$ cat config.mk
export PLATFORM = sky130hd
export DESIGN_NAME = debouncer_bank
export DESIGN_NICKNAME = d
export VERILOG_FILES = /design/src/rtl/debounce_pkg.sv /design/src/rtl/debounce_channel.sv /design/src/rtl/debouncer_bank.sv
export SDC_FILE = /design/constraint.sdc
export NUM_CORES = 1
export LEC_CHECK = 0
export CORE_ASPECT_RATIO = 0.8
export CORE_MARGIN = 3
export CORE_UTILIZATION = 29
export CTS_CLUSTER_DIAMETER = 60
export CTS_CLUSTER_SIZE = 16
export DETAILED_ROUTE_END_ITERATION = 7
export PLACE_DENSITY = 0.46
export SYNTH_ARGS = -nofsm -noshare
export SYNTH_HDL_FRONTEND = slang
export SYNTH_SLANG_ARGS = --single-unit
$ cat constraint.sdc
create_clock -name clk -period 2 [get_ports clk]
set_clock_uncertainty 0.15 [all_clocks]
set_input_delay 0.4 -clock clk [delete_from_list [all_inputs] [get_ports clk]]
set_output_delay 0.4 -clock clk [all_outputs]
set_load 0.05 [all_outputs]
$ cat src/rtl/debounce_pkg.sv
// debounce_pkg: shared types and helpers for the button debouncer bank.
// Provides the per-channel state enum and the counter width helper.
package debounce_pkg;

    typedef enum logic {
        IDLE,
        COUNT
    } state_t;

    // Width able to hold 0..max(a,b) inclusive.
    function automatic int cnt_width(input int a, input int b);
        int m;
        m = (a > b) ? a : b;
        return (m < 1) ? 1 : $clog2(m + 1);
    endfunction

endpackage

$ cat src/rtl/debounce_channel.sv
// debounce_channel: one button channel -- synchroniser, stability FSM,
// hold counter and registered pulses.
// Ports: clk, rst (sync, active-high), click_in (raw async line),
//        click_out (clean level), press_pulse, release_pulse, hold_pulse.
module debounce_channel
    import debounce_pkg::*;
#(
    parameter int SYNC_STAGES   = 2,
    parameter int STABLE_CYCLES = 10,
    parameter int HOLD_CYCLES   = 500
) (
    input  logic clk,
    input  logic rst,
    input  logic click_in,
    output logic click_out,
    output logic press_pulse,
    output logic release_pulse,
    output logic hold_pulse
);

    localparam int CNT_W = cnt_width(STABLE_CYCLES, HOLD_CYCLES);
    localparam logic [CNT_W-1:0] LOAD = CNT_W'(STABLE_CYCLES - 1);

    logic [SYNC_STAGES-1:0] sync;
    logic                   s;
    state_t                 state;
    logic [CNT_W-1:0]       cnt;
    logic                   commit;

    assign s = sync[SYNC_STAGES-1];

    // Stable window has fully elapsed: click_out takes s on this edge.
    assign commit = (state == COUNT) && (s != click_out) && (cnt == '0);

    always_ff @(posedge clk) begin
        if (rst) begin
            sync <= '0;
        end else begin
            sync <= {sync[SYNC_STAGES-2:0], click_in};
        end
    end

    always_ff @(posedge clk) begin
        if (rst) begin
            state         <= IDLE;
            cnt           <= '0;
            click_out     <= 1'b0;
            press_pulse   <= 1'b0;
            release_pulse <= 1'b0;
        end else begin
            press_pulse   <= 1'b0;
            release_pulse <= 1'b0;
            unique case (state)
                IDLE: begin
                    if (s != click_out) begin
                        state <= COUNT;
                        cnt   <= LOAD;
                    end else begin
                        cnt <= '0;
                    end
                end
                COUNT: begin
                    if (s == click_out) begin
                        // Bounce back: window restarts on the next change.
                        state <= IDLE;
                        cnt   <= '0;
                    end else if (commit) begin
                        click_out     <= s;
                        press_pulse   <= s;
                        release_pulse <= ~s;
                        state         <= IDLE;
                    end else begin
                        cnt <= cnt - 1'b1;
                    end
                end
            endcase
        end
    end

    generate
        if (HOLD_CYCLES == 0) begin : g_no_hold
            assign hold_pulse = 1'b0;
        end else begin : g_hold
            localparam logic [CNT_W-1:0] HOLD_MAX = CNT_W'(HOLD_CYCLES);
            localparam logic [CNT_W-1:0] HOLD_M1  = CNT_W'(HOLD_CYCLES - 1);

            logic [CNT_W-1:0] hcnt;

            // hcnt is zero on the press edge (click_out still 0), so it
            // reaches HOLD_CYCLES-1 exactly HOLD_CYCLES-1 edges later.
            // A release committing on the same edge suppresses the pulse.
            always_ff @(posedge clk) begin
                if (rst) begin
                    hcnt       <= '0;
                    hold_pulse <= 1'b0;
                end else begin
                    hold_pulse <= click_out && !commit && (hcnt == HOLD_M1);
                    if (!click_out) begin
                        hcnt <= '0;
                    end else if (hcnt != HOLD_MAX) begin
                        hcnt <= hcnt + 1'b1;
                    end
                end
            end
        end
    endgenerate

endmodule

$ cat src/rtl/debouncer_bank.sv
// debouncer_bank: CHANNELS independent button debouncers plus any_press.
// Ports: clk, rst (sync, active-high), click_in[CHANNELS], click_out,
//        press_pulse, release_pulse, hold_pulse (per channel), any_press.
module debouncer_bank
    import debounce_pkg::*;
#(
    parameter int CHANNELS      = 4,
    parameter int SYNC_STAGES   = 2,
    parameter int STABLE_CYCLES = 10,
    parameter int HOLD_CYCLES   = 500
) (
    input  logic                clk,
    input  logic                rst,
    input  logic [CHANNELS-1:0] click_in,
    output logic [CHANNELS-1:0] click_out,
    output logic [CHANNELS-1:0] press_pulse,
    output logic [CHANNELS-1:0] release_pulse,
    output logic [CHANNELS-1:0] hold_pulse,
    output logic                any_press
);

    for (genvar i = 0; i < CHANNELS; i++) begin : g_ch
        debounce_channel #(
            .SYNC_STAGES  (SYNC_STAGES),
            .STABLE_CYCLES(STABLE_CYCLES),
            .HOLD_CYCLES  (HOLD_CYCLES)
        ) u_ch (
            .clk          (clk),
            .rst          (rst),
            .click_in     (click_in[i]),
            .click_out    (click_out[i]),
            .press_pulse  (press_pulse[i]),
            .release_pulse(release_pulse[i]),
            .hold_pulse   (hold_pulse[i])
        );
    end

    assign any_press = |press_pulse;

endmodule

# Word-level counts from Yosys, hierarchy flattened
# Index checks and enable logic that the tools add are counted.
# word_totals
elab_cells	149
input_bits	6
ff_bits	100
output_inout_bits	17
# op_classes
mux	32
n_reduce_logical	37
bitwise	20
n_addsub	8
eq_ne	20
# ops
operator	n
9-bit two-way mux	8
9-bit case mux with 2 select lines	4
9-bit by 1-bit adder with 9-bit output (second input constant)	4
9-bit equality test (second input constant)	4
9-bit zero test	4
9-bit != test (second input constant)	4
9-bit by 1-bit subtractor with 9-bit output (second input constant)	4
1-bit NOT	20
4-bit OR reduction	5
1-bit logical AND	16
4-bit two-way mux	4
1-bit two-way mux	12
3-bit != test (second input constant)	4
3-bit AND reduction	4
1-bit case mux with 2 select lines	4
2-bit OR reduction	4
1-bit equality test	4
1-bit zero test	4
1-bit != test	4

# Depth between registers and ports, before layout
# Gate-level depths: netlist (run 1).
# depth
word_depth	6
ltp_mapped	7

# Modules after synthesis
# From an unflattened synthesis (run 1), not the netlist that was laid out.
# hier_totals
hier_cells	505
hier_area_um2	4601.9
# modules_own_cells
mod	instances	area_each_um2	cells_each
debounce_channel at g_ch[0].u_ch ...	3	1147.4	126
debounce_channel at g_ch[3].u_ch	1	1152.4	126
debouncer_bank	1	7.5	1

# Least setup slack after synthesis (run 1)
# Ideal clock, no wire load.
# synth_path
kind	register to register
start	register g_ch[3].u_ch.cnt[0]
end	register g_ch[3].u_ch.click_out
n_path_buf	1
setup_ns	0.128
arrival_ns	1.803
stages_incl_launch_ff	8
slack_ns	-0.081
t_required_ns	1.722
period_less_slack_ns	2.081
cell_sequence	dfxtp_1 inv_1 ha_1 or4b_1 buf_2 nor4b_4 mux2i_1 nor2_1
# synth_between
elab_chain_len	3
# synth_rtl
item	line_no	rtl
start: declaration	debounce_channel.sv:27	logic [CNT_W-1:0] cnt;
start signal: assignment	debounce_channel.sv:73	cnt <= cnt - 1'b1;
9-bit zero test	debounce_channel.sv:33	assign commit = (state == COUNT) && (s != click_out) && (cnt == '0);
1-bit logical AND	debounce_channel.sv:33	
3-bit AND reduction (no line)	n/a	
end signal: assignment	debounce_channel.sv:68	click_out <= s;
end: declaration	debounce_channel.sv:15	output logic click_out,
# Every way passes these cells.
# A chain may end at the register's enable or synchronous reset.

# Worst setup path in the final report (run 1)
# layout_path
start	register g_ch[3].u_ch.cnt[1]
end	register g_ch[3].u_ch.click_out
# The elaborated chain is that of the path after synthesis.

==> results of run 1 <==
-- sequential cells by signal (all words and copies together), names as in the netlist --
name                     cells
g_ch.u_ch.click_out          4
g_ch.u_ch.hold_pulse         4
g_ch.u_ch.sync               8
g_ch.u_ch.press_pulse        4
g_ch.u_ch.g_hold.hcnt       36
g_ch.u_ch.release_pulse      4
g_ch.u_ch.state              4
g_ch.u_ch.cnt               36
-- critical path, stage by stage, from the launching register on --
cell and delay, ns:
dfxtp_2 0.33, inv_2 0.06, ha_4 0.13, or4b_4 0.50, nor4b_4 0.30, buf_4 0.18, mux2i_1 0.17, nor2_1 0.05
-- cell usage in the layout, fill, tap and decap left out, drive strengths merged, types with 5 or more instances in the layout --
cell / n
dfxtp: 100
nor2: 54
buf: 54
nand2: 30
a21oi: 26
inv: 21
xnor2: 19
o21ai: 18
xor2: 15
or3: 14
nand3: 13
or4: 13
and3: 12
ha: 12
nor2b: 10
clkbuf: 10
nor3: 9
nor3b: 9
mux2i: 7
o31ai: 5
nand4: 5
clkdlybuf4s50: 5
nor4b: 5
-- per-stage QoR --
step	worst slack, ns	instance area (um^2)	total power [mW]
6_report	0.0108	5240	3.94
5_1_grt	-0.0845	5240	4.11
3_5_place_dp	-0.0258	4850	2.22
4_1_cts	-0.00930	5180	4.02
3_3_place_gp	-0.00981	4850	2.21
2_1_floorplan	-0.00159	4380	2.16
-- worst max path at each step --
stage                                                 from                                  end  slack (ns)  cells after the start
after floorplan           g_ch[3].u_ch.cnt[1]$_SDFFE_PP0P_  g_ch[3].u_ch.click_out$_SDFFE_PP0P_      -0.002                      7
after global placement    g_ch[2].u_ch.cnt[1]$_SDFFE_PP0P_     g_ch[2].u_ch.cnt[8]$_SDFFE_PP0P_       -0.01                      5
after detailed placement  g_ch[2].u_ch.cnt[1]$_SDFFE_PP0P_     g_ch[2].u_ch.cnt[8]$_SDFFE_PP0P_       -0.03                      5
after CTS                 g_ch[3].u_ch.cnt[1]$_SDFFE_PP0P_  g_ch[3].u_ch.click_out$_SDFFE_PP0P_      -0.009                      7
after global routing      g_ch[3].u_ch.cnt[1]$_SDFFE_PP0P_  g_ch[3].u_ch.click_out$_SDFFE_PP0P_       -0.08                      7
final                     g_ch[3].u_ch.cnt[1]$_SDFFE_PP0P_  g_ch[3].u_ch.click_out$_SDFFE_PP0P_        0.01                      7
-- synthesized netlist by cell type, types with 2 or more instances --
cell / instances
o31ai_1: 5
or4_1: 11
o21ai_0: 18
nand2b_1: 4
xnor2_1: 19
nor3_1: 8
a21boi_0: 2
nor4b_1: 4
ha_1: 12
or3_1: 14
nand4_1: 5
and3_1: 12
a211oi_1: 4
a31oi_1: 4
nand4b_1: 4
xor2_1: 15
nand3_1: 13
dfxtp_1: 100
clkbuf_1: 11
nor2_1: 54
o21bai_1: 2
a41o_1: 2
a21boi_1: 2
nor4_1: 4
a21oi_1: 26
buf_4: 16
nor3b_1: 9
nor2b_1: 10
nand3b_1: 2
mux2i_1: 7
a311oi_1: 2
or4_4: 2
nand2_1: 30
mux2_2: 2
or2_2: 2
or4b_2: 3
inv_1: 21
a21o_1: 2
-- layout make-up --
class                      count  area share
timing repair buffer          59      0.0876
clock inverter                 6      0.0122
clock buffer                  10      0.0456
multi-input combinational    327       0.413
sequential                   100       0.383
tap                          184      0.0439
inverter                      21      0.0150
-- repair_timing --
action                     in CTS  in global routing
setup endpoints to repair       4                 13
pin swaps                       2                  6
gates resized for setup         4                 12
buffers inserted                2                  4
-- routing by layer --
| layer | vias to the layer above | GRT usage |
|---|---|---|
| met5 | - | 0 |
| met4 | 0 | 0.0348 |
| met3 | 10 | 0.0441 |
| met2 | 32 | 0.168 |
| met1 | 1538 | 0.152 |
| li1 | 1736 | - |
-- cell families after synthesis --
family / synth area share
mux: 0.0213
compound gates: 0.104
buf+inv: 0.0564
flops: 0.460
simple gates: 0.255
fa+ha+maj: 0.0345
xor+xnor: 0.0684
-- power groups by stage --
stage	Combinational [mW]	Clock, mW	Sequential [mW]
finish	0.157	1.76	2.02
global route	0.174	1.92	2.02
CTS	0.153	1.84	2.02
detailed placement	0.149	0	2.07
global placement	0.148	0	2.07
floorplan	0.101	0	2.06
==> results.py, run 1 <==
metrics = {
    "global_route": {
        "grt_pass1_vias": 3115,
        "grt-ovfl-total": 0,
        "grtUsageTotal": 0.113,
        "grt_first_pass_wirelength_um": 14900,
        "grt_max_degree": 17,
        "antenna_found_initial": 0,
    },
    "synthesis": {
        "async_flop_share": 0,
        "ys_seq_area_frac": 0.460,
        "ys.flop_type": "dfxtp_1",
        "synthTopCellsByArea": "dfxtp_1 46%, nor2_1 4.7%, xnor2_1 3.8%",
        "syn_nets": 494,
        "synth_largest_area_cell": "dfxtp_1",
        "netlist_area_mm2": 0.00435,
        "ys_warn_count": 0,
        "postSynthCellCount": 476,
        "syn_avg_cell_area_um2": 9.14,
        "synth_edf_count": 0,
        "synth.ff_latch_count": 100,
        "synth_top_area_frac": 0.460,
        "yosys.cell_types.count": 51,
    },
    "run": {
        "maxCapViolations": 0,
    },
    "worst_setup_path": {
        "worst_setup_path_start_kind": "flop",
        "required_ns": 2.09,
        "ff2ff_setup_slack_ns": 0.01,
        "crit_fanout": 4,
        "setup.worst_path.class": "flop to flop",
        "end_kind": "flop",
        "cp.arrival_ns": 2.08,
        "r2r-end": "g_ch[3].u_ch.click_out$_SDFFE_PP0P_",
        "reg2regPathDepth": 7,
        "reg2reg_from": "g_ch[3].u_ch.cnt[1]$_SDFFE_PP0P_",
    },
    "hold_path": {
        "hp-class": "flop to flop",
        "worstHoldEndpoint": "g_ch[3].u_ch.sync[1]$_SDFF_PP0_",
        "whs_path_depth": 1,
        "hold_start": "g_ch[3].u_ch.sync[0]$_SDFF_PP0_",
    },
    "routing": {
        "first_pass_iters": 4,
        "post_drt_via_cell_ratio": 4.69,
        "finalWirelength_um": 8660,
        "num_vias": 3316,
        "antenna_left": 0,
        "drc": 0,
        "wl_met1_um": 4530,
        "wl_per_cell_um": 12.3,
        "top_layer_used": "met4",
        "drtIter0Drc": 131,
        "wl_met2_um": 3690,
        "routed-wl-met3_um": 327,
    },
    "final_layout": {
        "syn2layout_area_growth_pct": 20.5,
        "multi_input_area_mm2": 0.00216,
        "diodes": 0,
        "final_util": 0.362,
        "fin_cells": 707,
        "nNetsFinal": 536,
        "num-fill-cells": 1488,
        "drive_above_1_share": 0.193,
        "regArea_mm2": 0.00201,
    },
    "power_and_ir_drop": {
        "seqPwrFrac": 0.513,
        "swShare": 0.215,
        "powerDensity_mw_per_mm2": 752,
        "leakage_nw": 2.06,
        "clkPwrFrac": 0.447,
        "combPwrFrac": 0.040,
        "p_sw_mw": 0.848,
        "internal-power_mw": 3.09,
        "vdd_ir_drop_max_v": 0.000411,
    },
    "sta": {
        "hold_violations": 0,
        "min_period_ns": 1.99,
        "whs_ns": 0.286,
        "worst_pin_slew_ns": 0.489,
        "slew_violations": 0,
        "tns_ns": 0,
        "rsz0062_at_grt": "yes",
        "final.period_utilization": 0.995,
        "relSlewSlack": 0.671,
        "max_freq_mhz": 503,
        "finalSetupViolations": 0,
    },
    "clocking": {
        "cts_buffer_depth": 2,
        "cts_tree": "done",
        "htreeDepth": 3,
        "cts.sinks": 100,
        "cts.root.buffer_cell": "clkbuf_16",
        "holdBufCountCts": 0,
        "clk_latency_ns": 0.35,
        "cts_buffers": 9,
        "cts.clk_slew.worst_paths_ns": 0.06,
    },
    "run_status": {
        "status": "complete, no violations",
    },
    "placement": {
        "hpwl_um": 6250,
        "place.gp.congestion": 0.723,
        "placedCellCount": 685,
        "place.port_buffers": 22,
    },
    "floorplanning": {
        "io_pins": 23,
        "coreArea_mm2": 0.0145,
        "dieWidth_um": 143,
        "row_count": 39,
        "start_util": 0.300,
        "die_area_mm2": 0.0165,
        "die_h_um": 116,
    },
}
Power figures use the tool's default switching activity.
==> run 2: changes to the inputs <==
--- a/config.mk
+++ b/config.mk
@@ -11,7 +11,8 @@
 export CTS_CLUSTER_DIAMETER = 60
 export CTS_CLUSTER_SIZE = 16
 export DETAILED_ROUTE_END_ITERATION = 7
-export PLACE_DENSITY = 0.46
+export PLACE_DENSITY = 0.56
+export SKIP_CTS_REPAIR_TIMING = 1
 export SYNTH_ARGS = -nofsm -noshare
 export SYNTH_HDL_FRONTEND = slang
 export SYNTH_SLANG_ARGS = --single-unit
==> run 2 against run 1 <==
  * Sequential cell count did not move
  * Maximum frequency shrank 0.44%
  * Combinational power is essentially flat
  * Final cell count shrank 0.99%
  * Design area decreased by 0.60%
  * Die area unchanged
==> results.py, run 2 (synthesized netlist as in run 1, its figures left out) <==
metrics = {
    "run_status": {
        "status": "complete, no violations",
    },
    "routing": {
        "num_vias": 3317,
        "drtIter0Drc": 171,
        "drc": 0,
        "first_pass_iters": 4,
        "post_drt_via_cell_ratio": 4.74,
        "finalWirelength_um": 8350,
        "antenna_left": 0,
        "wl_per_cell_um": 11.9,
    },
    "global_route": {
        "antenna_found_initial": 0,
        "grt_pass1_vias": 3088,
        "grt_max_degree": 20,
        "grt_first_pass_wirelength_um": 14200,
        "grt-ovfl-total": 0,
        "grtUsageTotal": 0.106,
    },
    "worst_setup_path": {
        "crit_fanout": 4,
        "worst_setup_path_start_kind": "flop",
        "required_ns": 2.12,
        "cp_slowest_stage_delay_ns": 0.56,
        "cp_common_cell": "or4_4",
        "end_kind": "flop",
        "setup.worst_path.class": "flop to flop",
        "cp.arrival_ns": 2.12,
        "cp_cell_sequence": "or4_4 -> or4_4 -> or3_1 -> a21boi_1",
        "cp_slowest_cell": "or4_4",
    },
    "sta": {
        "min_period_ns": 2.00,
        "relSlewSlack": 0.731,
        "worst_pin_slew_ns": 0.400,
        "layout_setup_ws_ns": 0.00203,
        "hold_violations": 0,
        "max_freq_mhz": 501,
        "finalSetupViolations": 0,
        "final.period_utilization": 0.999,
        "rsz0062_at_grt": "yes",
        "slew_violations": 0,
    },
    "hold_path": {
        "hp-class": "flop to flop",
    },
    "clocking": {
        "htreeDepth": 3,
        "cts.root.buffer_cell": "clkbuf_16",
        "cts_buffers": 9,
        "cts.clk_slew.worst_paths_ns": 0.06,
        "cts.sinks": 100,
        "cts_tree": "done",
        "clk_latency_ns": 0.34,
        "cts_buffer_depth": 2,
    },
    "final_layout": {
        "drive_above_1_share": 0.186,
        "top_regs": "g_ch.u_ch.cnt: 36 flops, g_ch.u_ch.g_hold.hcnt: 36 flops, g_ch.u_ch.sync: 8 flops",
        "diodes": 0,
        "final_area_mm2": 0.00521,
        "layout_common_cells": "95 x dfxtp_1, 54 x nor2_1, 45 x buf_4",
        "multi_input_area_mm2": 0.00219,
        "num-fill-cells": 1440,
        "final_common_cell": "dfxtp_1",
        "regArea_mm2": 0.00201,
        "syn2layout_area_growth_pct": 19.8,
        "nNetsFinal": 529,
    },
    "floorplanning": {
        "row_count": 39,
        "start_util": 0.300,
        "die_h_um": 116,
        "io_pins": 23,
        "die_area_mm2": 0.0165,
        "coreArea_mm2": 0.0145,
        "dieWidth_um": 143,
    },
    "power_and_ir_drop": {
        "powerDensity_mw_per_mm2": 744,
        "leakage_nw": 2.03,
        "vdd_ir_drop_max_v": 0.000464,
    },
    "placement": {
        "place_area_mm2": 0.00480,
        "place.gp.congestion": 0.774,
        "hpwl_um": 6120,
        "place.port_buffers": 22,
        "dp_slack_ns": -0.0652,
    },
    "run": {
        "maxCapViolations": 0,
    },
}
## run 2: final cells by class
type / instances / share of cell area
inverters: 21 / 0.0151
flip-flops and latches: 100 / 0.386
clock inverters: 4 / 0.00936
multi-input cells: 327 / 0.419
repair buffers: 52 / 0.0788
well taps: 184 / 0.0442
clock buffers: 12 / 0.0473
## run 2: final timing paths
kind                                         start                          endpoint  slack [ns]  depth (start not counted)
setup / recovery  g_ch[2].u_ch.cnt[1]$_SDFFE_PP0P_  g_ch[2].u_ch.cnt[7]$_SDFFE_PP0P_       0.002                          4
hold / removal     g_ch[0].u_ch.sync[0]$_SDFF_PP0_   g_ch[0].u_ch.sync[1]$_SDFF_PP0_        0.29                          1
setup reg to reg  g_ch[2].u_ch.cnt[1]$_SDFFE_PP0P_  g_ch[2].u_ch.cnt[7]$_SDFFE_PP0P_       0.002                          4
hold reg to reg    g_ch[0].u_ch.sync[0]$_SDFF_PP0_   g_ch[0].u_ch.sync[1]$_SDFF_PP0_        0.29                          1
## run 2: layer usage
metal | global-route usage | part of all wire | wire length [um]
met1 | 0.137 | 0.50 | 4180
met3 | 0.0384 | 0.036 | 301
met5 | 0 | 0 | 0
met4 | 0.0285 | 0.011 | 90
met2 | 0.169 | 0.45 | 3790
## run 2: power by group
part	total, mW	switching (mW)	internal (mW)
sequential	2.02	0.0150	2.01
clock	1.70	0.701	1.00
combinational	0.154	0.0723	0.0814
## run 2: stage by stage
step / hold slack (ns) / setup TNS (ns) / utilization / cells / power [mW]
final: 0.293 / 0 / 0.360 / 700 / 3.88
after global routing: 0.309 / -0.0947 / 0.360 / 700 / 4.07
after CTS: 0.302 / -0.0567 / 0.352 / 695 / 3.94
after detailed placement: 0.279 / -0.0872 / 0.332 / 679 / 2.21
after global placement: 0.276 / 0 / 0.332 / 679 / 2.20
after floorplan: 0.264 / -0.00159 / - / 476 / 2.16
## run 2: worst max-delay path: cells and delay by family, from the launching register on
| kind | cells | cell delay, ns |
|---|---|---|
| and+or+nand+nor | 3 | 1.31 |
| DFF | 1 | 0.33 |
| AOI/OAI and AO/OA | 1 | 0.14 |
==> run 3: changes to the inputs <==
--- a/config.mk
+++ b/config.mk
@@ -11,8 +11,10 @@
 export CTS_CLUSTER_DIAMETER = 60
 export CTS_CLUSTER_SIZE = 16
 export DETAILED_ROUTE_END_ITERATION = 7
+export GPL_ROUTABILITY_DRIVEN = 0
 export PLACE_DENSITY = 0.56
 export SKIP_CTS_REPAIR_TIMING = 1
+export SLEW_MARGIN = 20
 export SYNTH_ARGS = -nofsm -noshare
 export SYNTH_HDL_FRONTEND = slang
 export SYNTH_SLANG_ARGS = --single-unit
==> results of run 3 <==
Same layout as run 2: the final DEF is identical, and so are final timing and power.
